===== src/rtl/fetch_load_sequencer.sv =====
// rtl/fetch_load_sequencer.sv - multi-cycle FETCH/LOAD memory-read sequencer for the ALU system
module fetch_load_sequencer #(
  parameter logic [1:0] PC_SEL_D     = 2'b00,
  parameter logic [1:0] AR_SEL_D     = 2'b10,
  parameter bit         CLR_DR_FIRST = 1'b1
) (
  input  logic       clk_i,
  input  logic       rst_i,
  input  logic       cmd_valid_i,
  output logic       cmd_ready_o,
  input  logic       cmd_op_i,
  input  logic [1:0] cmd_len_i,
  input  logic [1:0] cmd_dest_i,
  output logic       busy_o,
  output logic       done_o,
  output logic       mem_cs_o,
  output logic       mem_wr_o,
  output logic [1:0] arf_outdsel_o,
  output logic [2:0] arf_regsel_o,
  output logic [1:0] arf_funsel_o,
  output logic       ir_write_o,
  output logic       ir_lh_o,
  output logic       dr_e_o,
  output logic [1:0] dr_funsel_o,
  output logic [1:0] mux_asel_o,
  output logic [3:0] rf_regsel_o,
  output logic [3:0] rf_scrsel_o,
  output logic [2:0] rf_funsel_o
);

  typedef enum logic [2:0] {
    IDLE   = 3'd0,
    F_LO   = 3'd1,
    F_HI   = 3'd2,
    L_CLR  = 3'd3,
    L_BYTE = 3'd4,
    L_WB   = 3'd5,
    DONE   = 3'd6
  } state_t;

  state_t     state_q, state_d;
  logic [1:0] count_q, count_d;
  logic [1:0] len_q, len_d;
  logic [1:0] dest_q, dest_d;

  logic       cmd_ready_q, busy_q, done_q, mem_cs_q;
  logic [1:0] arf_outdsel_q, arf_funsel_q, dr_funsel_q, mux_asel_q;
  logic [2:0] arf_regsel_q, rf_funsel_q;
  logic       ir_write_q, ir_lh_q, dr_e_q;
  logic [3:0] rf_regsel_q;

  always_comb begin
    state_d = state_q;
    count_d = count_q;
    len_d   = len_q;
    dest_d  = dest_q;
    case (state_q)
      IDLE: begin
        if (cmd_valid_i) begin
          len_d   = cmd_len_i;
          dest_d  = cmd_dest_i;
          count_d = 2'd0;
          if (!cmd_op_i)         state_d = F_LO;
          else if (CLR_DR_FIRST) state_d = L_CLR;
          else                   state_d = L_BYTE;
        end
      end
      F_LO:  state_d = F_HI;
      F_HI:  state_d = DONE;
      L_CLR: state_d = L_BYTE;
      L_BYTE: begin
        if (count_q == len_q) state_d = L_WB;
        else                  count_d = count_q + 2'd1;
      end
      L_WB:    state_d = DONE;
      DONE:    state_d = IDLE;
      default: state_d = IDLE;
    endcase
  end

  // Outputs are decoded from the next state so they are registered alongside it.
  always_ff @(posedge clk_i) begin
    if (rst_i) begin
      state_q <= IDLE;
      count_q <= 2'd0;
      len_q   <= 2'd0;
      dest_q  <= 2'd0;
    end else begin
      state_q <= state_d;
      count_q <= count_d;
      len_q   <= len_d;
      dest_q  <= dest_d;
    end

    cmd_ready_q   <= 1'b0;
    busy_q        <= 1'b1;
    done_q        <= 1'b0;
    mem_cs_q      <= 1'b1;
    arf_outdsel_q <= 2'b00;
    arf_regsel_q  <= 3'b000;
    arf_funsel_q  <= 2'b00;
    ir_write_q    <= 1'b0;
    ir_lh_q       <= 1'b0;
    dr_e_q        <= 1'b0;
    dr_funsel_q   <= 2'b00;
    mux_asel_q    <= 2'b00;
    rf_regsel_q   <= 4'b0000;
    rf_funsel_q   <= 3'b000;

    if (rst_i) begin
      cmd_ready_q <= 1'b1;
      busy_q      <= 1'b0;
    end else begin
      case (state_d)
        IDLE: begin
          cmd_ready_q <= 1'b1;
          busy_q      <= 1'b0;
        end
        F_LO, F_HI: begin
          mem_cs_q      <= 1'b0;
          arf_outdsel_q <= PC_SEL_D;
          ir_write_q    <= 1'b1;
          ir_lh_q       <= (state_d == F_HI);
          arf_regsel_q  <= 3'b100;
          arf_funsel_q  <= 2'b01;
        end
        L_CLR: begin
          dr_e_q      <= 1'b1;
          dr_funsel_q <= 2'b00;
        end
        L_BYTE: begin
          mem_cs_q      <= 1'b0;
          arf_outdsel_q <= AR_SEL_D;
          dr_e_q        <= 1'b1;
          dr_funsel_q   <= 2'b10;
          arf_regsel_q  <= 3'b001;
          arf_funsel_q  <= 2'b01;
        end
        L_WB: begin
          mux_asel_q  <= 2'b10;
          rf_funsel_q <= 3'b010;
          rf_regsel_q <= 4'b1000 >> dest_d;
        end
        DONE:    done_q <= 1'b1;
        default: begin
          cmd_ready_q <= 1'b1;
          busy_q      <= 1'b0;
        end
      endcase
    end
  end

  assign cmd_ready_o   = cmd_ready_q;
  assign busy_o        = busy_q;
  assign done_o        = done_q;
  assign mem_cs_o      = mem_cs_q;
  assign mem_wr_o      = 1'b0;
  assign arf_outdsel_o = arf_outdsel_q;
  assign arf_regsel_o  = arf_regsel_q;
  assign arf_funsel_o  = arf_funsel_q;
  assign ir_write_o    = ir_write_q;
  assign ir_lh_o       = ir_lh_q;
  assign dr_e_o        = dr_e_q;
  assign dr_funsel_o   = dr_funsel_q;
  assign mux_asel_o    = mux_asel_q;
  assign rf_regsel_o   = rf_regsel_q;
  assign rf_scrsel_o   = 4'b0000;
  assign rf_funsel_o   = rf_funsel_q;

endmodule


===== config.mk =====
export PLATFORM = sky130hd
export DESIGN_NAME = fetch_load_sequencer
export DESIGN_NICKNAME = d
export VERILOG_FILES = /design/src/rtl/fetch_load_sequencer.sv
export SDC_FILE = /design/constraint.sdc
export NUM_CORES = 1
export LEC_CHECK = 0
export CAP_MARGIN = 30
export CORE_MARGIN = 3
export CORE_UTILIZATION = 48
export CTS_CLUSTER_SIZE = 28
export DETAILED_ROUTE_END_ITERATION = 6
export HOLD_SLACK_MARGIN = 0.06
export PLACE_DENSITY = 0.82
export RECOVER_POWER = 50
export SLEW_MARGIN = 20
export SYNTH_ARGS = -nofsm -noshare
export SYNTH_HDL_FRONTEND = slang
export SYNTH_SLANG_ARGS = --single-unit

===== constraint.sdc =====
create_clock -name clk_i -period 4.7 [get_ports clk_i]
set_input_delay 0.47 -clock clk_i [delete_from_list [all_inputs] [get_ports clk_i]]
set_output_delay 0.47 -clock clk_i [all_outputs]
set_load 0.02 [all_outputs]

Yosys cells after proc, flatten, opt, wreduce, memory -nomap -nowiden

Cells that the tools add are included.

Bits in registers: 32
Input port bits: 8
Output and inout port bits: 30
Word-level logic and storage cells: 66

Add/subtract/negate cells: 1
Equality and inequality tests: 14
Shift operators: 1
Muxes and demuxes: 20
Bitwise operators: 2
Reductions and logical operators: 11

Operator list:

| kind                                                                   | count |
|---|---|
| 2-bit two-way mux                                                      | 8 |
| 3-bit equality test (second input constant)                            | 5 |
| 3-bit one-hot mux with 5 select lines                                  | 1 |
| 3-bit by 2-bit equality test with 1-bit output (second input constant) | 4 |
| 2-bit OR reduction                                                     | 5 |
| 1-bit two-way mux                                                      | 7 |
| 3-bit by 1-bit equality test with 1-bit output (second input constant) | 2 |
| 3-bit two-way mux                                                      | 2 |
| 3-bit one-hot mux with 2 select lines                                  | 1 |
| 6-bit OR reduction                                                     | 1 |
| 2-bit inequality test (second input constant)                          | 2 |
| 2-bit one-hot mux with 2 select lines                                  | 1 |
| 4-bit by 2-bit right shift with 4-bit output (first input constant)    | 1 |
| 3-bit logical NOT                                                      | 1 |
| 3-bit AND reduction                                                    | 1 |
| 3-bit OR reduction                                                     | 1 |
| 2-bit by 1-bit adder with 2-bit output (second input constant)         | 1 |
| 2-bit equality test                                                    | 1 |
| 1-bit NOT                                                              | 2 |
| 2-bit AND reduction                                                    | 1 |
| 2-bit nonzero test                                                     | 1 |

Longest topological paths before layout

Gate-level depths: netlist (run 1).

Word-level depth: 7
Mapped depth: 6
Depth with buffers taken out: 5

Least setup slack after synthesis (run 1)

Ideal clock, no wire load.

Kind: register to register
Start point: register state_q[1]
End point: register cmd_ready_q, in the netlist cmd_ready_o
Library setup time: 0.122 ns
Arrival: 1.837 ns
Required time: 4.578 ns
Slack: 2.742 ns
Cell stages (with the launch flop): 6
Path buffers: 1
Period minus slack after synthesis: 1.958 ns
Cell sequence: dfxtp_1 > ha_1 > buf_6 > or4b_4 > o32a_4 > a221o_1

Word-level cells in the longest chain between the ends: 6
Elaborated cells on any way between the ends: 18
Classes of those cells: eq/ne (11); mux (4); reduce/logical (3)

Ends and longest elaborated chain:

| item                                                                                  | line | source |
|---|---|---|
| start, declared                                                                       | 41   | `state_t state_q, state_d;` |
| start signal, assigned                                                                | 89   | `state_q <= state_d;` |
| 3-bit equality test or 3-bit by 2-bit equality test with 1-bit output (tied branches) | 57   | `case (state_q)` |
| 2-bit OR reduction (no line)                                                          | -    |  |
| 3-bit one-hot mux with 5 select lines (*)                                             | 57   |  |
| 3-bit by 2-bit equality test with 1-bit output, or another cell as far along          | 114  | `case (state_d)` |
| 6-bit OR reduction (no line) (*)                                                      | -    |  |
| 1-bit two-way mux (*)                                                                 | 114  |  |
| end signal, assigned                                                                  | 111  | `cmd_ready_q <= 1'b1;` |
| end signal, assigned                                                                  | 116  | `cmd_ready_q <= 1'b1;` |
| end signal, assigned                                                                  | 146  | `cmd_ready_q <= 1'b1;` |
| end, declared                                                                         | 46   | `logic cmd_ready_q, busy_q, done_q, mem_cs_q;` |

Mark *: on every way between the ends. The rest lies on a longest branch, timed or not.
A chain may end at the register's enable or synchronous reset.

Final worst setup path (run 1)

Start point: input port cmd_valid_i
End point: register rf_regsel_q[0], in the netlist rf_regsel_o[0]

Word-level cells in the longest chain between the ends: 5
Elaborated cells on any way between the ends: 8
Classes of those cells: eq/ne (1); shift (1); mux (4); bitwise (1); reduce/logical (1)

Ends and longest elaborated chain:

| item                                  | line | source |
|---|---|---|
| start, declared                       | 9    | `input logic cmd_valid_i,` |
| 3-bit two-way mux                     | 59   | `if (cmd_valid_i) begin` |
| 3-bit one-hot mux with 5 select lines | 57   |  |
| 3-bit equality test                   | 114  |  |
| 1-bit NOT (no line)                   | -    |  |
| 2-bit OR reduction (no line)          | -    |  |
| end signal, assigned                  | 142  | `rf_regsel_q <= 4'b1000 >> dest_d;` |
| end, declared                         | 50   | `logic [3:0] rf_regsel_q;` |

Parallel ways exist; a longest one is shown, timed or not.

==> summary.md, run 1 <==
| Metric | Value |
|---|---|
| Leakage | 0.5652 nW |
| Cell count after synthesis | 122 |
| RSZ-0062 raised after global routing | false |
| Global-route wire length before repair | 3.284 mm |
| Total number of yosys warnings | 0 |
| WL per Instance | 11.91 µm |
| Final Slew Violations | 0 |
| Signed area change from the synthesized netlist to the final layout | 18.17% |
| Transition time of the tightest slew-check pin | 1.248 ns |
| Avg Vias per Cell | 5.251 |
| Post-CTS Hold Buffers | 0 |
| Avg Cell Area, Syn | 9.538 µm² |
| Initial DRC count | 20 |
| Kind of launch point of the worst setup path | input port |
| Clock slew seen by the registers of the worst setup and hold paths | 0.13 ns |
| Via count of the first global-routing pass | 773 |
| Die area | 3051 µm² |
| Cell Count, Final, Fillers Out | 171 |
| Number of max-cap violations | 0 |
| Overall routing resource usage | 0.1334 |
| Worst IR drop on VDD | 0.3169 mV |
| Commonest cells in the netlist | sky130_fd_sc_hd__dfxtp_1 (25), sky130_fd_sc_hd__buf_4 (15), sky130_fd_sc_hd__nand2_1 (10) |
| Class of the most critical hold timing path | register to register |
| Total power per unit cell area | 541.3 nW/µm² |
| Synth area leaders | sky130_fd_sc_hd__dfxtp_1 (43%), sky130_fd_sc_hd__buf_4 (9.7%), sky130_fd_sc_hd__nor3_1 (3.4%) |
| Layout cells sized above 1 | 0.07692 |
| Vias after detailed routing | 898 |
| Cell row count | 17 |
| Worst slack at placement | 2.450 ns |
| Number of placed cells counting well taps | 167 |
| Worst hold start | len_q[0] |
| Most repeated cell in the gate-level netlist after synthesis | sky130_fd_sc_hd__dfxtp_1 |
| Maximum buffer depth of the clock tree | 2 |
| Kind of end point of the critical path | register |
| Relative slew margins | 0.1564 |
| Setup TNS | 0 ns |
| DRC | 0 |
| Final setup violation count | 0 |
| Top FF cell, synth | sky130_fd_sc_hd__dfxtp_1 |
| Ant. Diodes | 0 |
| Status | completed |
| First-pass DRT Iterations | 4 |
| Number of cells upsized or downsized after cts | 0 |
| Skew-Pair Late Insertion Delay | 0.32 ns |
| Number of primary I/O pins | 38 |
| Post-synth design cell area | 1164 µm² |
| Category of the critical setup timing path | input port to register |
| Reg2reg start | state_q[1] |
| Count of input and output buffers | 25 |
| Global route overflow | 0 |
| CP startpoint | cmd_valid_i |
| Routed WL | 2.036 mm |
| Setup Skew | 0.009086 ns |
| Arrival time of the worst setup path | 2.39 ns |
| Worst hold stages | 2 |
| Pin count of the biggest net entering global routing | 17 |
| TritonCTS clock tree | yes |
| DP HPWL | 1.507 mm |
| Final critical-path setup slack | 2.559 ns |
| Worst reg2reg path depth | 4 |
| Count of endpoints failing hold in the final timing report | 0 |
| Post-CTS Setup Inserts | 0 |
| Starting density of the core | 0.5161 |
| TritonCTS Sinks | 25 |
| H-tree depth reported by CTS | 1 |
| Cell taking the most area after synthesis | sky130_fd_sc_hd__dfxtp_1 |
| # nets final | 153 |
| Asr flop ratio synth | 0 |
| Die outline width | 55.24 µm |
| Initial antenna violation count | 0 |
| Count of fill cells added during filler insertion | 190 |
| Worst Path Required | 4.95 ns |
| Synthesis-stage register bit count | 25 |
| Num CTS Buffers | 3 |
| Last weighted congestion value of the routability-driven placer | 0.8137 |
| Total core area | 2255 µm² |
| Crit share post-route | 0.4556 |
| Worst Hold Slack | 0.4831 ns |
| Share of synthesized area occupied by flip-flops and latches | 0.4301 |
| Number of enable-type register cells in the synthesized netlist | 0 |
| Crit-path max FO | 8 |
| Remaining number of nets flagged by the antenna check after routing | 0 |
| Cell chosen for the clock root | sky130_fd_sc_hd__clkbuf_4 |
| F_max | 467.0 MHz |
| Fin crit period | 2.141 ns |
| Distinct cells, synth | 41 |
| Area share of the leading cell type in the synthesized netlist | 0.4301 |
| Die outline height | 55.24 µm |
-- worst max-delay path, stage by stage --
cell and delay, ns:
sky130_fd_sc_hd__dlygate4sd3_1 0.56, sky130_fd_sc_hd__nor4b_1 1.00, sky130_fd_sc_hd__nand3_1 0.18, sky130_fd_sc_hd__a21oi_1 0.18
-- cells by family (layout without fill, tap and decap cells) --
group,count (synthesis),after routing,share of synthesized area
other,1,12,0.003223
buffers and inverters,24,34,0.1333
xor gates and xnor gates,3,3,0.02258
and+or+nand+nor,46,46,0.2334
DFF,25,25,0.4301
adders and majority gates,1,1,0.01075
AOI/OAI and AO/OA,21,21,0.1570
muxes,1,1,0.009677
-- per-stage QoR --
stage          instance area [µm²]    util  total power, mW
2_1_floorplan                 1205       -           0.5658
3_3_place_gp                  1354  0.6004           0.6556
3_5_place_dp                  1354  0.6004           0.6661
4_1_cts                       1385  0.6143           0.7660
5_1_grt                       1375  0.6099           0.7928
6_report                      1375  0.6099           0.7443
-- worst paths after layout --
| path | end | slack (ns) |
|---|---|---|
| hold reg to reg | len_q[0] | 0.48 |
| setup reg to reg | cmd_ready_o | 2.62 |
| setup / recovery | rf_regsel_o[0] | 2.56 |
| hold / removal | len_q[0] | 0.48 |
-- sequential cells by signal, summed over array words and instances (netlist names) --
signal	count
arf_funsel_o	1
arf_regsel_o	2
busy_o	1
cmd_ready_o	1
count_q	2
dest_q	2
done_o	1
dr_e_o	1
dr_funsel_o	1
ir_lh_o	1
ir_write_o	1
len_q	2
mem_cs_o	1
mux_asel_o	1
rf_regsel_o	4
state_q	3
-- area by class of cell --
class	instances	area, µm²	area share
Clock buffer	3	22.52	0.01638
Clock inverter	1	8.758	0.006369
Inverter	5	18.77	0.01365
Multi-Input combinational cell	84	539.3	0.3922
Sequential cell	25	500.5	0.3640
Tap cell	28	35.03	0.02548
Timing Repair Buffer	25	250.2	0.1820
-- power breakdown --
part / internal [mW] / total (mW) / switching (mW)
sequential: 0.262 / 0.290 / 0.0274
combinational: 0.148 / 0.354 / 0.205
clock: 0.0346 / 0.101 / 0.0665
-- metal layers --
| metal | track usage | share of wire | up-vias |
|---|---|---|---|
| met4 | 0.08333 | 0.021 | 0 |
| met1 | 0.1638 | 0.42 | 406 |
| met2 | 0.2111 | 0.47 | 42 |
| li1 | - | - | 446 |
| met5 | 0 | 0 | - |
| met3 | 0.02804 | 0.086 | 4 |
-- cells in the final DEF (no fill, tap or decap), types with 4 or more instances in the layout --
master and n:
sky130_fd_sc_hd__inv_1 5, sky130_fd_sc_hd__nand2_1 10, sky130_fd_sc_hd__clkdlybuf4s50_1 10, sky130_fd_sc_hd__conb_1 12, sky130_fd_sc_hd__a21oi_1 7, sky130_fd_sc_hd__nor2_1 7
sky130_fd_sc_hd__dfxtp_1 25, sky130_fd_sc_hd__nand3b_1 4, sky130_fd_sc_hd__nor3_1 8, sky130_fd_sc_hd__dlygate4sd3_1 15
Power figures use the tool's default switching activity.
==> inputs of run 2 (changes only) <==
--- a/config.mk
+++ b/config.mk
@@ -7,11 +7,11 @@
 export LEC_CHECK = 0
 export CAP_MARGIN = 30
 export CORE_MARGIN = 3
-export CORE_UTILIZATION = 48
+export CORE_UTILIZATION = 45
 export CTS_CLUSTER_SIZE = 28
 export DETAILED_ROUTE_END_ITERATION = 6
 export HOLD_SLACK_MARGIN = 0.06
-export PLACE_DENSITY = 0.82
+export PLACE_DENSITY = 0.78
 export RECOVER_POWER = 50
 export SLEW_MARGIN = 20
 export SYNTH_ARGS = -nofsm -noshare
==> constraint.sdc (replaced) <==
create_clock -name clk_i -period 2 [get_ports clk_i]
set_input_delay 0.2 -clock clk_i [delete_from_list [all_inputs] [get_ports clk_i]]
set_output_delay 0.2 -clock clk_i [all_outputs]
set_load 0.02 [all_outputs]
==> summary.md, run 2 (synthesized netlist as in run 1, its figures left out) <==
| Metric | Value |
|---|---|
| Initial antenna violation count | 0 (unchanged) |
| Total core area | 2340 µm² (+3.8%) |
| Skew-Pair Late Insertion Delay | 0.32 ns (about the same) |
| Kind of end point of the critical path | register |
| Fin crit period | 1.902 ns |
| Die outline width | 56.85 µm (+2.9%) |
| Crit share post-route | 0.9508 |
| Crit-path slowest cell | sky130_fd_sc_hd__or4b_1 |
| TritonCTS Sinks | 25 (unchanged) |
| Die area | 3232 µm² (+5.9%) |
| Worst hold start | cmd_len_i[0] |
| Routed WL | 2.189 mm (+7.5%) |
| Num CTS Buffers | 3 (unchanged) |
| Via count of the first global-routing pass | 873 (+13%) |
| Bufs and invs on worst path | 2 (+1) |
| # nets final | 160 (+4.6%) |
| Worst hold stages | 3 (+1) |
| Clock slew seen by the registers of the worst setup and hold paths | 0.13 ns (about the same) |
| Internal power component | 1.085 mW (+140%) |
| Relative slew margins | 0.6582 (+0.5019) |
| Ant. Diodes | 0 (unchanged) |
| Setup TNS | 0 ns (unchanged) |
| Destination of the worst register-to-register timing path | count_q[0] |
| Transition time of the tightest slew-check pin | 0.5109 ns (-0.7369 ns) |
| Hold Path End | len_q[0] |
| Pin count of the biggest net entering global routing | 14 (-3) |
| Clock network fraction of total power | 0.125 (-0.011) |
| Worst Path Required | 2.23 ns (-2.72 ns) |
| Remaining number of nets flagged by the antenna check after routing | 0 (unchanged) |
| Number of placed cells counting well taps | 173 (+3.6%) |
| Worst IR drop on VDD | 1.069 mV (+240%) |
| Number of max-cap violations | 0 (unchanged) |
| Commonest cells after routing, fill and taps aside | sky130_fd_sc_hd__dfxtp_1 (25), sky130_fd_sc_hd__dlygate4sd3_1 (18), sky130_fd_sc_hd__conb_1 (12) |
| Maximum buffer depth of the clock tree | 2 (unchanged) |
| Final setup violation count | 0 (unchanged) |
| Signed area change from the synthesized netlist to the final layout | 22.47% |
| Starting density of the core | 0.4973 (-0.01877) |
| Reg2reg start | state_q[1] |
| Kind of launch point of the worst setup path | register |
| Final Slew Violations | 0 (unchanged) |
| Global route overflow | 0 (unchanged) |
| Class of the most critical hold timing path | input port to register |
| Cell row count | 17 (unchanged) |
| Global-route wire length before repair | 3.712 mm (+13%) |
| Logic gate share of total power | 0.504 (+0.029) |
| Initial DRC count | 16 (-20%) |
| Total power per unit cell area | 1264 nW/µm² (+130%) |
| TritonCTS clock tree | yes |
| Number of primary I/O pins | 38 (unchanged) |
| Setup Skew | 0.004188 ns (-0.004898 ns) |
| Count of endpoints failing hold in the final timing report | 0 (unchanged) |
| Avg Vias per Cell | 5.219 (-0.62%) |
| Critical Path Max Stage Delay | 0.65 ns (-0.35 ns) |
| Count of input and output buffers | 25 (unchanged) |
| CP startpoint | state_q[1] |
| Worst reg2reg path depth | 5 (+1) |
| Most frequent standard cell in the layout excluding fill and tap cells | sky130_fd_sc_hd__dfxtp_1 |
| First-pass DRT Iterations | 4 (unchanged) |
| F_max | 525.9 MHz |
| Switching Fraction | 0.3974 (-0.004548) |
| Flop pwr share | 0.371 (-0.018) |
| Vias after detailed routing | 929 (+3.5%) |
| Cell Count, Final, Fillers Out | 178 (+4.1%) |
| Net switching power figure | 715.6 µW (+140%) |
| Status | completed |
| Family with the most delay on the worst path | simple AND/OR/NAND/NOR gates |
| Die outline height | 56.85 µm (+2.9%) |
| Last weighted congestion value of the routability-driven placer | 0.7909 (-2.8%) |
| Crit-path max FO | 10 (+2) |
| Worst reg2reg setup slack | 0.1 ns (-2.52 ns) |
| Flip-flop count of the largest register after layout | 4 (unchanged) |
| Category of the critical setup timing path | register to register |
| Overall routing resource usage | 0.1446 (+0.01121) |
| Cells along the critical path | buf_4 -> or4b_1 -> clkbuf_1 -> and3_1 -> o21a_1 |
| Cell chosen for the clock root | sky130_fd_sc_hd__clkbuf_4 |
| DP HPWL | 1.667 mm (+11%) |
| WL per Instance | 12.30 µm (+3.3%) |
| DRC | 0 (unchanged) |
| Layout cells sized above 1 | 0.1133 (+0.03641) |
| Arrival time of the worst setup path | 2.13 ns (-0.26 ns) |
| Number of cells upsized or downsized after cts | 0 (unchanged) |
| Leakage | 0.6105 nW (+8.0%) |
| H-tree depth reported by CTS | 1 (unchanged) |
run 2: routing by layer:
layer	up-vias	track usage	wire length (µm)
li1	460	-	-
met3	7	0.01609	158
met2	41	0.2673	1020
met1	421	0.1548	941
met5	-	0	0
met4	0	0.08609	69
run 2: power by group through the flow:
| stage | combinational [mW] | clock (mW) | sequential [mW] |
|---|---|---|---|
| after floorplan | 0.531 | 0 | 0.799 |
| after global placement | 0.905 | 0 | 0.683 |
| after detailed placement | 0.931 | 0 | 0.691 |
| after CTS | 0.934 | 0.233 | 0.677 |
| after global routing | 0.978 | 0.249 | 0.687 |
| final | 0.908 | 0.224 | 0.669 |
run 2: worst min-delay path: stages:
cell	delay, ns
sky130_fd_sc_hd__clkdlybuf4s50_1	0.40
sky130_fd_sc_hd__nand2_1	0.06
sky130_fd_sc_hd__a21oi_1	0.05
run 2: through the flow:
stage	total power, mW	utilization	hold slack, ns	setup WS [ns]	cell area, µm²
floorplan	1.330	-	0.2771	0.04165	1205
detailed placement	1.622	0.5979	0.4695	0.07653	1399
global route	1.913	0.6091	0.4165	-0.003434	1425
global placement	1.588	0.5979	0.4649	0.1263	1399
finish	1.801	0.6091	0.4191	0.09846	1425
CTS	1.844	0.6091	0.4214	0.09209	1425
run 2: repair_timing:
action | CTS | global route
hold buffers | 0 | 0
setup endpoints to repair | 0 | 2
setup buffers | 0 | 1
run 2: worst max path at each step:
stage	endpoint	cells after the start	slack, ns
floorplan	cmd_ready_o	5	0.04
global placement	cmd_ready_o	4	0.13
detailed placement	cmd_ready_o	4	0.08
CTS	cmd_ready_o	4	0.09
global route	rf_regsel_o[0]	5	-0.003
finish	count_q[0]	5	0.1
run 2: area by class of cell:
| class | count | area [µm²] |
|---|---|---|
| Fill cell | 212 | 914.6 |
| Inverter | 5 | 18.77 |
| Tap cell | 28 | 35.03 |
| Clock buffer | 4 | 26.28 |
| Multi-Input combinational cell | 84 | 545.5 |
| Timing Repair Buffer | 32 | 299.0 |
| Sequential cell | 25 | 500.5 |
==> inputs of run 3 (changes only) <==
==> constraint.sdc (replaced) <==
create_clock -name clk_i -period 2.05 [get_ports clk_i]
set_input_delay 0.205 -clock clk_i [delete_from_list [all_inputs] [get_ports clk_i]]
set_output_delay 0.205 -clock clk_i [all_outputs]
set_load 0.02 [all_outputs]
==> summary.md, run 3 (synthesized netlist as in run 1, its figures left out) <==
| Metric | Value |
|---|---|
| TritonCTS Sinks | 25 (unchanged) |
| Pin count of the biggest net entering global routing | 14 (unchanged) |
| Setup Skew | 0.006921 ns (+0.002733 ns) |
| Crit share post-route | 0.9390 (-0.01178) |
| Count of endpoints failing hold in the final timing report | 0 (unchanged) |
| Number of primary I/O pins | 38 (unchanged) |
| WL per Instance | 11.70 µm (-4.8%) |
| Initial antenna violation count | 0 (unchanged) |
| Die outline width | 56.85 µm (unchanged) |
| Flip-flop count of the largest register after layout | 4 (unchanged) |
| Post-CTS Setup Inserts | 0 (unchanged) |
| Internal power component | 1.042 mW (-4.0%) |
| Commonest cells after routing, fill and taps aside | sky130_fd_sc_hd__dfxtp_1 (25), sky130_fd_sc_hd__dlygate4sd3_1 (16), sky130_fd_sc_hd__conb_1 (12) |
| Via count of the first global-routing pass | 815 (-6.6%) |
| Vias after detailed routing | 913 (-1.7%) |
| Signed area change from the synthesized netlist to the final layout | 21.18% |
| Fin crit period | 1.925 ns (+0.02338 ns) |
| Clock network fraction of total power | 0.125 (about the same) |
| Total power per unit cell area | 1225 nW/µm² (-3.1%) |
| Worst Path Required | 2.26 ns (+0.03 ns) |
| Worst IR drop on VDD | 0.9196 mV (-14%) |
| Switching Fraction | 0.3969 (-0.0004551) |
| Die area | 3232 µm² (unchanged) |
| Category of the critical setup timing path | register to register |
| Cell row count | 17 (unchanged) |
| Maximum buffer depth of the clock tree | 2 (unchanged) |
| Count of fill cells added during filler insertion | 207 (-2.4%) |
| Final setup violation count | 0 (unchanged) |
| Relative slew margins | 0.6593 (+0.001047) |
| Leakage | 0.5946 nW (-2.6%) |
| Overall routing resource usage | 0.1296 (-0.01506) |
| Number of cells upsized or downsized after cts | 0 (unchanged) |
| Initial DRC count | 23 (+7) |
| TritonCTS clock tree | yes |
| Most frequent standard cell in the layout excluding fill and tap cells | sky130_fd_sc_hd__dfxtp_1 |
| Logic gate share of total power | 0.491 (-0.013) |
| Cell chosen for the clock root | sky130_fd_sc_hd__clkbuf_4 |
| Global route overflow | 0 (unchanged) |
| Arrival time of the worst setup path | 2.13 ns (about the same) |
| Kind of end point of the critical path | register |
| Final critical-path setup slack | 0.1251 ns (+0.02662 ns) |
| Kind of launch point of the worst setup path | register |
| Flop pwr share | 0.384 (+0.013) |
| Number of max-cap violations | 0 (unchanged) |
| Final Slew Violations | 0 (unchanged) |
| Last weighted congestion value of the routability-driven placer | 0.8170 (+3.3%) |
| DP HPWL | 1.601 mm (-3.9%) |
| # nets final | 158 (-1.3%) |
| Skew-Pair Late Insertion Delay | 0.31 ns (about the same) |
| H-tree depth reported by CTS | 1 (unchanged) |
| Clock slew seen by the registers of the worst setup and hold paths | 0.14 ns (about the same) |
| Total core area | 2340 µm² (unchanged) |
| Setup TNS | 0 ns (unchanged) |
| Post-CTS Hold Buffers | 0 (unchanged) |
| Transition time of the tightest slew-check pin | 0.5094 ns (-0.001565 ns) |
| Ant. Diodes | 0 (unchanged) |
| Worst slack at placement | 0.1448 ns (+0.06832 ns) |
| Class of the most critical hold timing path | input port to register |
| DRC | 0 (unchanged) |
| F_max | 519.5 MHz (-1.2%) |
| Avg Vias per Cell | 5.188 (-0.61%) |
| Layout cells sized above 1 | 0.1014 (-0.01198) |
| Num CTS Buffers | 3 (unchanged) |
| Status | completed |
| Starting density of the core | 0.4973 (unchanged) |
| First-pass DRT Iterations | 4 (unchanged) |
| Net switching power figure | 685.6 µW (-4.2%) |
| Count of input and output buffers | 25 (unchanged) |
| Global-route wire length before repair | 3.443 mm (-7.2%) |
| Die outline height | 56.85 µm (unchanged) |
| Crit-path max FO | 8 (-2) |
| Routed WL | 2.060 mm (-5.9%) |
| Remaining number of nets flagged by the antenna check after routing | 0 (unchanged) |
| RSZ-0062 raised after global routing | false |
==> run 3: cell count changes in the layout (fill, tap and decap cells not counted) <==
cell                              before  now
sky130_fd_sc_hd__buf_4                 6    4
sky130_fd_sc_hd__clkdlybuf4s50_1       7    9
sky130_fd_sc_hd__dlygate4sd3_1        18   16
==> run 3: power groups by stage <==
| stage | clock network [mW] | registers (mW) | logic [mW] |
|---|---|---|---|
| CTS | 0.218 | 0.671 | 0.886 |
| detailed placement | 0 | 0.684 | 0.883 |
| floorplan | 0 | 0.780 | 0.518 |
| finish | 0.216 | 0.663 | 0.848 |
| global placement | 0 | 0.673 | 0.867 |
| global route | 0.233 | 0.682 | 0.919 |
==> run 3: layout make-up <==
type	instances	area (µm²)	area share
clock buffer	4	26.28	0.01863
inverter	5	18.77	0.01331
multi-input combinational	84	545.5	0.3869
sequential	25	500.5	0.3549
tap	28	35.03	0.02484
timing repair buffer	30	284.0	0.2014
==> run 3: final timing paths <==
check	startpoint	to	slack, ns	cells after the start
worst max register to register	state_q[1]	cmd_ready_o	0.13	4
worst min register to register	len_q[0]	len_q[0]	0.49	2
worst max-delay path	state_q[1]	cmd_ready_o	0.13	4
worst min-delay path	cmd_len_i[0]	len_q[0]	0.43	3
==> run 3: metrics by stage <==
stage / power [mW] / util / hold WS [ns] / instances / area, µm²
after floorplan: 1.297 / - / 0.2821 / 133 / 1205
after global placement: 1.541 / 0.5947 / 0.4642 / 172 / 1391
after detailed placement: 1.568 / 0.5947 / 0.4726 / 172 / 1391
after CTS: 1.775 / 0.6059 / 0.4346 / 176 / 1418
after global routing: 1.834 / 0.6027 / 0.4404 / 176 / 1410
final: 1.727 / 0.6027 / 0.4260 / 176 / 1410
==> run 3: worst max-delay path: stages, from the launching register on <==
cell	delay, ns
sky130_fd_sc_hd__dfxtp_1	0.41
sky130_fd_sc_hd__ha_1	0.24
sky130_fd_sc_hd__or4b_4	0.52
sky130_fd_sc_hd__o32a_4	0.35
sky130_fd_sc_hd__a221o_1	0.31
==> run 3: per-layer routing <==
metal  up-vias  GRT usage  routed length [µm]
met4         0    0.05298                  10
met2        31     0.2195                 973
met3         2    0.01379                 131
li1        456          -                   -
met5         -          0                   0
met1       424     0.1662                 944
